File: config.mk
export PLATFORM = sky130hd
export DESIGN_NAME = instruction_decode_flat
export DESIGN_NICKNAME = d
export VERILOG_FILES = /design/src/rtl/instruction_decode_if.sv /design/src/rtl/instruction_decode.sv /design/src/flat_wrapper.sv
export SDC_FILE = /design/constraint.sdc
export NUM_CORES = 2
export LEC_CHECK = 0
export CAP_MARGIN = 20
export CORE_UTILIZATION = 55
export DETAILED_ROUTE_END_ITERATION = 12
export PLACE_DENSITY = 0.71
export SYNTH_ARGS = -nofsm -noshare
export SYNTH_HDL_FRONTEND = slang
export SYNTH_SLANG_ARGS = --single-unit
File: constraint.sdc
create_clock -name clk -period 2.83 [get_ports clk]
set_clock_uncertainty 0.05 [all_clocks]
set_input_delay 0.566 -clock clk [delete_from_list [all_inputs] [get_ports clk]]
set_output_delay 0.566 -clock clk [all_outputs]
set_load 0.005 [all_outputs]
File: src/rtl/instruction_decode_if.sv
// ID-stage bus: fetch-side and writeback inputs plus the registered ID/EX bundle.
// The slave modport is the decode stage; the master modport is whatever drives it.
interface instruction_decode_if;
  logic        clk_en, flush;
  logic [31:0] if_inst, if_pc;
  logic        wb_en;
  logic [4:0]  wb_rd;
  logic [31:0] wb_data;
  logic        stall_req, id_valid;
  logic [31:0] id_pc, id_rs1_data, id_rs2_data, id_imm;
  logic [4:0]  id_rs1, id_rs2, id_rd;
  logic [2:0]  id_funct3;
  logic [3:0]  id_alu_op;
  logic        id_alu_src_a, id_alu_src_b, id_reg_write, id_mem_read, id_mem_write;
  logic        id_branch, id_jal, id_jalr, illegal_inst;

  modport slave (
    input  clk_en, flush, if_inst, if_pc, wb_en, wb_rd, wb_data,
    output stall_req, id_valid, id_pc, id_rs1_data, id_rs2_data, id_imm,
           id_rs1, id_rs2, id_rd, id_funct3, id_alu_op, id_alu_src_a, id_alu_src_b,
           id_reg_write, id_mem_read, id_mem_write, id_branch, id_jal, id_jalr, illegal_inst
  );
  modport master (
    output clk_en, flush, if_inst, if_pc, wb_en, wb_rd, wb_data,
    input  stall_req, id_valid, id_pc, id_rs1_data, id_rs2_data, id_imm,
           id_rs1, id_rs2, id_rd, id_funct3, id_alu_op, id_alu_src_a, id_alu_src_b,
           id_reg_write, id_mem_read, id_mem_write, id_branch, id_jal, id_jalr, illegal_inst
  );
endinterface

File: src/rtl/instruction_decode.sv
// RV32I decode stage: register file with write-first bypass, immediate generation,
// control decode, load-use hazard detection and the registered ID/EX boundary.
module instruction_decode #(
  parameter int XLEN  = 32,
  parameter int NREGS = 32
) (
  input  logic                 clk,
  input  logic                 rst_n,
  instruction_decode_if.slave  id_bus
);
  localparam logic [6:0] OPC_OP = 7'h33, OPC_OPIMM = 7'h13, OPC_LOAD = 7'h03, OPC_STORE = 7'h23,
                         OPC_BRANCH = 7'h63, OPC_JAL = 7'h6f, OPC_JALR = 7'h67, OPC_LUI = 7'h37,
                         OPC_AUIPC = 7'h17, OPC_FENCE = 7'h0f, OPC_SYSTEM = 7'h73;

  typedef enum logic [3:0] {
    ALU_ADD = 4'd0, ALU_SUB = 4'd1, ALU_SLL = 4'd2, ALU_SLT = 4'd3, ALU_SLTU = 4'd4, ALU_XOR = 4'd5,
    ALU_SRL = 4'd6, ALU_SRA = 4'd7, ALU_OR = 4'd8, ALU_AND = 4'd9, ALU_PASS_B = 4'd10
  } alu_e;

  typedef struct packed {
    logic            valid;
    logic [XLEN-1:0] pc, rs1_data, rs2_data, imm;
    logic [4:0]      rs1, rs2, rd;
    logic [2:0]      funct3;
    logic [3:0]      alu_op;
    logic            src_a, src_b, reg_write, mem_read, mem_write, branch, jal, jalr, illegal;
  } idex_t;

  logic [XLEN-1:0] r_regs [NREGS];
  idex_t           r_idex, w_dec;
  logic [31:0]     w_inst;
  logic [6:0]      w_opc, w_f7;
  logic [2:0]      w_f3;
  logic [4:0]      w_rs1, w_rs2;
  logic [XLEN-1:0] w_rs1_data, w_rs2_data, w_imm_i, w_imm_s, w_imm_b, w_imm_u, w_imm_j;
  logic            w_wr, w_legal, w_uses_rs1, w_uses_rs2, w_hazard;
  alu_e            w_alu_rr;

  assign w_inst = id_bus.if_inst;
  assign w_opc  = w_inst[6:0];
  assign w_f3   = w_inst[14:12];
  assign w_f7   = w_inst[31:25];
  assign w_rs1  = w_inst[19:15];
  assign w_rs2  = w_inst[24:20];

  // Register file; x0 is never written so its storage stays at the reset value.
  assign w_wr = id_bus.wb_en && (id_bus.wb_rd != 5'd0);

  always_ff @(posedge clk or negedge rst_n) begin
    if (!rst_n) begin
      for (int i = 0; i < NREGS; i++) r_regs[i] <= '0;
    end else if (w_wr) begin
      r_regs[id_bus.wb_rd] <= id_bus.wb_data;
    end
  end

  assign w_rs1_data = (w_rs1 == 5'd0) ? '0 :
                      (w_wr && id_bus.wb_rd == w_rs1) ? id_bus.wb_data : r_regs[w_rs1];
  assign w_rs2_data = (w_rs2 == 5'd0) ? '0 :
                      (w_wr && id_bus.wb_rd == w_rs2) ? id_bus.wb_data : r_regs[w_rs2];

  assign w_imm_i = {{20{w_inst[31]}}, w_inst[31:20]};
  assign w_imm_s = {{20{w_inst[31]}}, w_inst[31:25], w_inst[11:7]};
  assign w_imm_b = {{19{w_inst[31]}}, w_inst[31], w_inst[7], w_inst[30:25], w_inst[11:8], 1'b0};
  assign w_imm_u = {w_inst[31:12], 12'b0};
  assign w_imm_j = {{11{w_inst[31]}}, w_inst[31], w_inst[19:12], w_inst[20], w_inst[30:21], 1'b0};

  // inst[30] selects SUB/SRA; OP-IMM only honours it for the shift encodings.
  always_comb begin
    w_alu_rr = ALU_ADD;
    case (w_f3)
      3'b000:  w_alu_rr = w_f7[5] ? ALU_SUB : ALU_ADD;
      3'b001:  w_alu_rr = ALU_SLL;
      3'b010:  w_alu_rr = ALU_SLT;
      3'b011:  w_alu_rr = ALU_SLTU;
      3'b100:  w_alu_rr = ALU_XOR;
      3'b101:  w_alu_rr = w_f7[5] ? ALU_SRA : ALU_SRL;
      3'b110:  w_alu_rr = ALU_OR;
      default: w_alu_rr = ALU_AND;
    endcase
  end

  always_comb begin
    w_dec          = '0;
    w_legal        = 1'b1;
    w_dec.valid    = 1'b1;
    w_dec.pc       = id_bus.if_pc;
    w_dec.rs1      = w_rs1;
    w_dec.rs2      = w_rs2;
    w_dec.rd       = w_inst[11:7];
    w_dec.rs1_data = w_rs1_data;
    w_dec.rs2_data = w_rs2_data;
    w_dec.funct3   = w_f3;
    case (w_opc)
      OPC_OP: begin
        w_legal = (w_f7 == 7'h00) || (w_f7 == 7'h20 && (w_f3 == 3'b000 || w_f3 == 3'b101));
        w_dec.alu_op = w_alu_rr;
        w_dec.reg_write = 1'b1;
      end
      OPC_OPIMM: begin
        if (w_f3 == 3'b001)      w_legal = (w_f7 == 7'h00);
        else if (w_f3 == 3'b101) w_legal = (w_f7 == 7'h00) || (w_f7 == 7'h20);
        w_dec.alu_op = (w_f3 == 3'b000) ? ALU_ADD : w_alu_rr;
        w_dec.imm = w_imm_i; w_dec.src_b = 1'b1; w_dec.reg_write = 1'b1;
      end
      OPC_LOAD: begin
        w_dec.imm = w_imm_i; w_dec.src_b = 1'b1; w_dec.mem_read = 1'b1; w_dec.reg_write = 1'b1;
      end
      OPC_STORE: begin
        w_dec.imm = w_imm_s; w_dec.src_b = 1'b1; w_dec.mem_write = 1'b1;
      end
      OPC_BRANCH: begin
        w_dec.imm = w_imm_b; w_dec.src_a = 1'b1; w_dec.src_b = 1'b1; w_dec.branch = 1'b1;
      end
      OPC_JAL: begin
        w_dec.imm = w_imm_j; w_dec.src_a = 1'b1; w_dec.src_b = 1'b1;
        w_dec.jal = 1'b1; w_dec.reg_write = 1'b1;
      end
      OPC_JALR: begin
        w_dec.imm = w_imm_i; w_dec.src_b = 1'b1; w_dec.jalr = 1'b1; w_dec.reg_write = 1'b1;
      end
      OPC_LUI: begin
        w_dec.alu_op = ALU_PASS_B; w_dec.imm = w_imm_u; w_dec.src_b = 1'b1; w_dec.reg_write = 1'b1;
      end
      OPC_AUIPC: begin
        w_dec.imm = w_imm_u; w_dec.src_a = 1'b1; w_dec.src_b = 1'b1; w_dec.reg_write = 1'b1;
      end
      OPC_FENCE, OPC_SYSTEM: w_dec.imm = w_imm_i;
      default: w_legal = 1'b0;
    endcase
    // All-zero word is the fetch reset value: a quiet bubble, not an illegal instruction.
    if (w_inst == 32'h0) begin
      w_dec = '0;
    end else if (!w_legal) begin
      w_dec         = '0;
      w_dec.illegal = 1'b1;
    end
  end

  assign w_uses_rs1 = (w_opc == OPC_OP) || (w_opc == OPC_OPIMM) || (w_opc == OPC_LOAD) ||
                      (w_opc == OPC_STORE) || (w_opc == OPC_BRANCH) || (w_opc == OPC_JALR);
  assign w_uses_rs2 = (w_opc == OPC_OP) || (w_opc == OPC_STORE) || (w_opc == OPC_BRANCH);
  assign w_hazard   = r_idex.valid && r_idex.mem_read && (r_idex.rd != 5'd0) &&
                      ((w_uses_rs1 && w_rs1 == r_idex.rd) || (w_uses_rs2 && w_rs2 == r_idex.rd));
  assign id_bus.stall_req = w_hazard && !id_bus.flush;

  always_ff @(posedge clk or negedge rst_n) begin
    if (!rst_n)                          r_idex <= '0;
    else if (id_bus.clk_en) begin
      if (id_bus.flush || w_hazard)      r_idex <= '0;
      else                               r_idex <= w_dec;
    end
  end

  assign id_bus.id_valid     = r_idex.valid;
  assign id_bus.id_pc        = r_idex.pc;
  assign id_bus.id_rs1_data  = r_idex.rs1_data;
  assign id_bus.id_rs2_data  = r_idex.rs2_data;
  assign id_bus.id_imm       = r_idex.imm;
  assign id_bus.id_rs1       = r_idex.rs1;
  assign id_bus.id_rs2       = r_idex.rs2;
  assign id_bus.id_rd        = r_idex.rd;
  assign id_bus.id_funct3    = r_idex.funct3;
  assign id_bus.id_alu_op    = r_idex.alu_op;
  assign id_bus.id_alu_src_a = r_idex.src_a;
  assign id_bus.id_alu_src_b = r_idex.src_b;
  assign id_bus.id_reg_write = r_idex.reg_write;
  assign id_bus.id_mem_read  = r_idex.mem_read;
  assign id_bus.id_mem_write = r_idex.mem_write;
  assign id_bus.id_branch    = r_idex.branch;
  assign id_bus.id_jal       = r_idex.jal;
  assign id_bus.id_jalr      = r_idex.jalr;
  assign id_bus.illegal_inst = r_idex.illegal;
endmodule

File: src/flat_wrapper.sv
// flat-port wrapper written by rule: the top's interface ports become plain ports
module instruction_decode_flat 
#(
  parameter int XLEN  = 32,
  parameter int NREGS = 32
)
  (clk, rst_n, id_bus_clk_en, id_bus_flush, id_bus_if_inst, id_bus_if_pc, id_bus_wb_en, id_bus_wb_rd, id_bus_wb_data, id_bus_stall_req, id_bus_id_valid, id_bus_id_pc, id_bus_id_rs1_data, id_bus_id_rs2_data, id_bus_id_imm, id_bus_id_rs1, id_bus_id_rs2, id_bus_id_rd, id_bus_id_funct3, id_bus_id_alu_op, id_bus_id_alu_src_a, id_bus_id_alu_src_b, id_bus_id_reg_write, id_bus_id_mem_read, id_bus_id_mem_write, id_bus_id_branch, id_bus_id_jal, id_bus_id_jalr, id_bus_illegal_inst);
  instruction_decode_if id_bus_i ();
  input  logic clk;
  input  logic rst_n;
  input wire logic [$bits(id_bus_i.clk_en)-1:0] id_bus_clk_en;
  input wire logic [$bits(id_bus_i.flush)-1:0] id_bus_flush;
  input wire logic [$bits(id_bus_i.if_inst)-1:0] id_bus_if_inst;
  input wire logic [$bits(id_bus_i.if_pc)-1:0] id_bus_if_pc;
  input wire logic [$bits(id_bus_i.wb_en)-1:0] id_bus_wb_en;
  input wire logic [$bits(id_bus_i.wb_rd)-1:0] id_bus_wb_rd;
  input wire logic [$bits(id_bus_i.wb_data)-1:0] id_bus_wb_data;
  output wire logic [$bits(id_bus_i.stall_req)-1:0] id_bus_stall_req;
  output wire logic [$bits(id_bus_i.id_valid)-1:0] id_bus_id_valid;
  output wire logic [$bits(id_bus_i.id_pc)-1:0] id_bus_id_pc;
  output wire logic [$bits(id_bus_i.id_rs1_data)-1:0] id_bus_id_rs1_data;
  output wire logic [$bits(id_bus_i.id_rs2_data)-1:0] id_bus_id_rs2_data;
  output wire logic [$bits(id_bus_i.id_imm)-1:0] id_bus_id_imm;
  output wire logic [$bits(id_bus_i.id_rs1)-1:0] id_bus_id_rs1;
  output wire logic [$bits(id_bus_i.id_rs2)-1:0] id_bus_id_rs2;
  output wire logic [$bits(id_bus_i.id_rd)-1:0] id_bus_id_rd;
  output wire logic [$bits(id_bus_i.id_funct3)-1:0] id_bus_id_funct3;
  output wire logic [$bits(id_bus_i.id_alu_op)-1:0] id_bus_id_alu_op;
  output wire logic [$bits(id_bus_i.id_alu_src_a)-1:0] id_bus_id_alu_src_a;
  output wire logic [$bits(id_bus_i.id_alu_src_b)-1:0] id_bus_id_alu_src_b;
  output wire logic [$bits(id_bus_i.id_reg_write)-1:0] id_bus_id_reg_write;
  output wire logic [$bits(id_bus_i.id_mem_read)-1:0] id_bus_id_mem_read;
  output wire logic [$bits(id_bus_i.id_mem_write)-1:0] id_bus_id_mem_write;
  output wire logic [$bits(id_bus_i.id_branch)-1:0] id_bus_id_branch;
  output wire logic [$bits(id_bus_i.id_jal)-1:0] id_bus_id_jal;
  output wire logic [$bits(id_bus_i.id_jalr)-1:0] id_bus_id_jalr;
  output wire logic [$bits(id_bus_i.illegal_inst)-1:0] id_bus_illegal_inst;
  assign id_bus_i.clk_en = id_bus_clk_en;
  assign id_bus_i.flush = id_bus_flush;
  assign id_bus_i.if_inst = id_bus_if_inst;
  assign id_bus_i.if_pc = id_bus_if_pc;
  assign id_bus_i.wb_en = id_bus_wb_en;
  assign id_bus_i.wb_rd = id_bus_wb_rd;
  assign id_bus_i.wb_data = id_bus_wb_data;
  assign id_bus_stall_req = id_bus_i.stall_req;
  assign id_bus_id_valid = id_bus_i.id_valid;
  assign id_bus_id_pc = id_bus_i.id_pc;
  assign id_bus_id_rs1_data = id_bus_i.id_rs1_data;
  assign id_bus_id_rs2_data = id_bus_i.id_rs2_data;
  assign id_bus_id_imm = id_bus_i.id_imm;
  assign id_bus_id_rs1 = id_bus_i.id_rs1;
  assign id_bus_id_rs2 = id_bus_i.id_rs2;
  assign id_bus_id_rd = id_bus_i.id_rd;
  assign id_bus_id_funct3 = id_bus_i.id_funct3;
  assign id_bus_id_alu_op = id_bus_i.id_alu_op;
  assign id_bus_id_alu_src_a = id_bus_i.id_alu_src_a;
  assign id_bus_id_alu_src_b = id_bus_i.id_alu_src_b;
  assign id_bus_id_reg_write = id_bus_i.id_reg_write;
  assign id_bus_id_mem_read = id_bus_i.id_mem_read;
  assign id_bus_id_mem_write = id_bus_i.id_mem_write;
  assign id_bus_id_branch = id_bus_i.id_branch;
  assign id_bus_id_jal = id_bus_i.id_jal;
  assign id_bus_id_jalr = id_bus_i.id_jalr;
  assign id_bus_illegal_inst = id_bus_i.illegal_inst;
  instruction_decode #(.XLEN(XLEN), .NREGS(NREGS)) u_core (.clk(clk), .rst_n(rst_n), .id_bus(id_bus_i));
endmodule
==> results.md <==
- The tree is rooted in a sky130_fd_sc_hd__clkbuf_16.
- The number of antenna violations at the first check in global routing is 1.
- The net count after synthesis is 4,321.
- Averaged over all synthesized cells, the footprint is 14.48 sq um.
- The post-synthesis register bit count is 1,184.
- The die is 335.2 um tall.
- Wires add up to 199,500 um.
- Across the VDD grid, the largest voltage drop is 0.6010 mV.
- The via count of the first global-routing pass came to 43,850.
- The number of cell rows is 121.
- The internal portion of total power is 36,020 uW.
- The final setup TNS is -0.1890 ns.
- The worst setup path is captured at a primary output.
- TritonCTS created 132 clock buffers.
- The floorplan step defined a die boundary enclosing 0.1123 sq mm.
- The register area share after synthesis is 48.53%.
- The critical path is of the reg -> out type.
- Of the total power, the share spent switching nets is 26.37%.
- The async set-or-reset flop fraction in the synthesized netlist is 100.0%.
- The setup slack after layout is -0.1890 ns.
- CTS built an H-tree with a depth of 4.
- The effective utilization at floorplan is 55.77%.
- The count of nets left with antenna violations once routing finished came out at 0.
- The first-pass GRT wire length is 297,100 um.
- From synthesis to final layout, the design area changed by 21.04%.
- The library cell used most frequently in the layout, excluding fill and tap cells, is sky130_fd_sc_hd__dfrtp_1.
- The number of detailed-routing iterations run before antenna repair is 6.
- The top cell types in the final layout, fill and taps aside, are 1,182 x sky130_fd_sc_hd__dfrtp_1, 1,022 x sky130_fd_sc_hd__mux2_2, 444 x sky130_fd_sc_hd__mux4_2.
- Clock latency on the worst-skew pair, taken at its later pin, is 0.75 ns.
- The die width is 335.2 um.
- The unique cell type count in the Yosys netlist is 58.
- The completed layout was analyzed and its total power is 48,920 uW.
- The maximum clock insertion buffer count is 3.
- The mapped cell area is 0.06105 sq mm.
- STA puts the critical path data required time at 2.21 ns.
- The number of endpoints with negative hold slack in the final report is 0.
- The count of endpoints failing setup in the final report is 1.
- The filler cells instantiated in the layout total 7,583.
- The number of DRC markers in iteration 0 is 4,985.
- The startpoint of the most critical setup path is u_core.id_bus.id_rd[4]$_DFFE_PN0P_.
- The share of total power dissipated in combinational logic is 19.4%.
- Before CTS, the worst setup slack after placement is -0.6211 ns.
- The detailed placement HPWL is 127,700 um.
- Per report_power, the clock group accounts for 35.9% of the total.
- Yosys mapped a number of flops with a built-in enable equal to 0.
- The TritonCTS clock tree is yes.
- The core region is 0.1095 sq mm.
- The count of cells in the finished layout, fillers not included, comes to 6,205.
- The routed design could run at a clock period as short as 3.019 ns.
- Across all register-to-register paths, the minimum setup slack is 0.07 ns.
- The part of the power in registers is 44.7%.
- After clock tree synthesis, the clock-pin slew on the worst setup and hold paths is 0.06 ns.
- Along the worst path, the maximum fanout reaches 3.
- The count of mapped cells out of synthesis is 4,215.
- The number of maximum-capacitance constraint violations is 0.
- The final critical path takes up 106.7% of the cycle.
- After detailed routing, the number of remaining DRC violations is 0.
- The remaining max-slew budget at the tightest pin is 21.71%.
- The leakage power is 0.03236 uW.
- The pin slew with the least headroom to its limit is 1.172 ns.
- At the end of routability-driven placement, the weighted congestion stood at 0.8923.
- Summed over all nets, the switching power comes to 12,900 uW.
- The number of warnings printed during yosys synthesis is 0.
- The detail-routed net length per standard cell is 32.15 um.
- The most used flip-flop cell after synthesis is sky130_fd_sc_hd__dfrtp_1.
- The flow ran to the end, but the final reports show violations.
- For this design, the sink count on the clock tree is 1,184.
- The count of pins on the block boundary is 267.
- During placement, the flow inserted port buffers numbering 266.
- The final reports fail on setup timing.
- The final net count is 4,738.
- The fraction of final layout cells with drive strength greater than 1 is 47.36%.
- The length in cells of the worst reg-to-reg path is 12.
- The reg-to-reg startpoint is u_core.id_bus.id_rd[4]$_DFFE_PN0P_.
- The total count of max-transition violations in the final report is 0.
- After detailed routing, the number of vias per cell comes to 6.931.
- The detailed-route via count is 43,010.
- STA puts the critical path data arrival time at 2.40 ns.
- The capturing point of the worst reg2reg path is u_core.id_bus.id_rs2_data[3]$_DFFE_PN0P_.
- Global routing finished with a remaining overflow of 0.
- Power spread over the standard cell area amounts to 662.0 mW/mm^2.
- Setup repair after global routing could not meet its margin everywhere.
- Including well taps, the total number of placed cells is 5,972.
- Timing would allow up to 331.2 MHz.
- The kind of path behind the tightest hold check is in -> async.
- The largest net degree at the start of global routing is 103.
- STA classifies the critical path startpoint as a flip-flop.
- For this run, the total global-route usage over all layers was measured as 36.10%.
how the worst max path moves through the flow:
stage,depth (start not counted),to
finish,6,id_bus_stall_req
global route,6,id_bus_stall_req
detailed placement,7,id_bus_stall_req
floorplan,9,u_core.id_bus.id_rs1_data[31]$_DFFE_PN0P_
global placement,7,id_bus_stall_req
CTS,7,id_bus_stall_req
cell families (layout without fill, tap and decap cells):
group,Yosys count,count (layout),share of synthesized area (%)
muxes,1659,1659,38.41
DFF,1184,1184,48.53
AOI/OAI and AO/OA,597,597,7.315
buffers and inverters,513,1024,3.480
and+or+nand+nor,240,240,1.947
xor gates and xnor gates,22,22,0.3156
other,0,3,0
what timing repair did:
action	in CTS	in global routing
setup buffers	1	0
hold endpoints to repair	31	0
pin swaps	3	2
gates resized for setup	8	5
setup endpoints to repair	1	2
hold buffers	1	0
worst max-delay path, cell delays in order (launching register included):
cell and delay [ns]:
sky130_fd_sc_hd__dfrtp_2 0.44, sky130_fd_sc_hd__buf_4 0.16, sky130_fd_sc_hd__or4_1 0.40, sky130_fd_sc_hd__o211ai_1 0.32, sky130_fd_sc_hd__a21oi_4 0.07, sky130_fd_sc_hd__nor2b_2 0.16, sky130_fd_sc_hd__buf_2 0.12
cell type report:
cell class                      count  area (sq um)  area share [%]
Inverter                           25         98.84          0.1338
Timing Repair Buffer              771          8386           11.35
Multi-Input combinational cell   2518         29550           39.99
Tap cell                         1476          1847           2.499
Clock buffer                      195          3916           5.300
Clock inverter                     33         457.9          0.6197
Sequential cell                  1184         29630           40.10
Antenna cell                        3         7.507         0.01016
cells in the mapped netlist (all sizes together), types with 35 or more instances:
library cell | n | area (sq um)
nand3 | 53 | 270.3
mux4 | 444 | 10000
nor2 | 40 | 155.1
o22ai | 44 | 275.3
mux2i | 185 | 1852
a211oi | 35 | 262.8
a21oi | 83 | 419.2
nand2 | 74 | 277.8
o2bb2ai | 90 | 788.3
buf | 186 | 895.9
dfrtp | 1184 | 29630
a22oi | 117 | 878.3
clkbuf | 302 | 1135
a22o | 84 | 735.7
o21ai | 41 | 205.2
mux2 | 1030 | 11600
stage by stage:
| stage | instance area, sq um | hold WS, ns | utilization [%] |
|---|---|---|---|
| 4_1_cts | 73860 | 0.2960 | 67.48 |
| 2_1_floorplan | 61050 | 0.2204 | - |
| 3_3_place_gp | 69460 | 0.3306 | 63.46 |
| 3_5_place_dp | 69460 | 0.3337 | 63.46 |
| 6_report | 73890 | 0.3006 | 67.51 |
| 5_1_grt | 73890 | 0.3224 | 67.50 |
layer usage:
layer  vias up  wire (um)  GRT usage (%)  part of all wire [%]
li1      17170          -              -                     -
met1     22940      79550          50.65                    40
met2      2341      91660          54.88                    46
met3       559      19070          7.837                   9.6
met4         0       9226          15.01                   4.6
met5         -          0              0                     0
power groups by stage:
stage | logic [uW] | clock network, uW | registers, uW
6_report | 9510 | 17600 | 21800
5_1_grt | 10100 | 18400 | 22200
4_1_cts | 9490 | 17700 | 21700
3_5_place_dp | 9420 | 0 | 22000
3_3_place_gp | 9170 | 0 | 21800
2_1_floorplan | 6720 | 0 | 21300
sequential cells by signal (all words and copies together) (netlist names):
signal / cells
u_core.id_bus.id_pc: 32
u_core.id_bus.id_rs2_data: 32
u_core.id_bus.illegal_inst: 1
u_core.id_bus.id_rs2: 5
u_core.id_bus.id_jal: 1
u_core.id_bus.id_rd: 5
u_core.r_regs: 1024
u_core.id_bus.id_rs1_data: 32
u_core.id_bus.id_imm: 32
u_core.id_bus.id_rs1: 5
u_core.id_bus.id_mem_write: 1
u_core.id_bus.id_branch: 1
u_core.id_bus.id_alu_src_a: 1
u_core.id_bus.id_reg_write: 1
u_core.id_bus.id_jalr: 1
u_core.id_bus.id_alu_src_b: 1
u_core.id_bus.id_valid: 1
u_core.id_bus.id_mem_read: 1
u_core.id_bus.id_funct3: 3
u_core.id_bus.id_alu_op: 4
No activity file was read; power rests on OpenSTA's default activity.
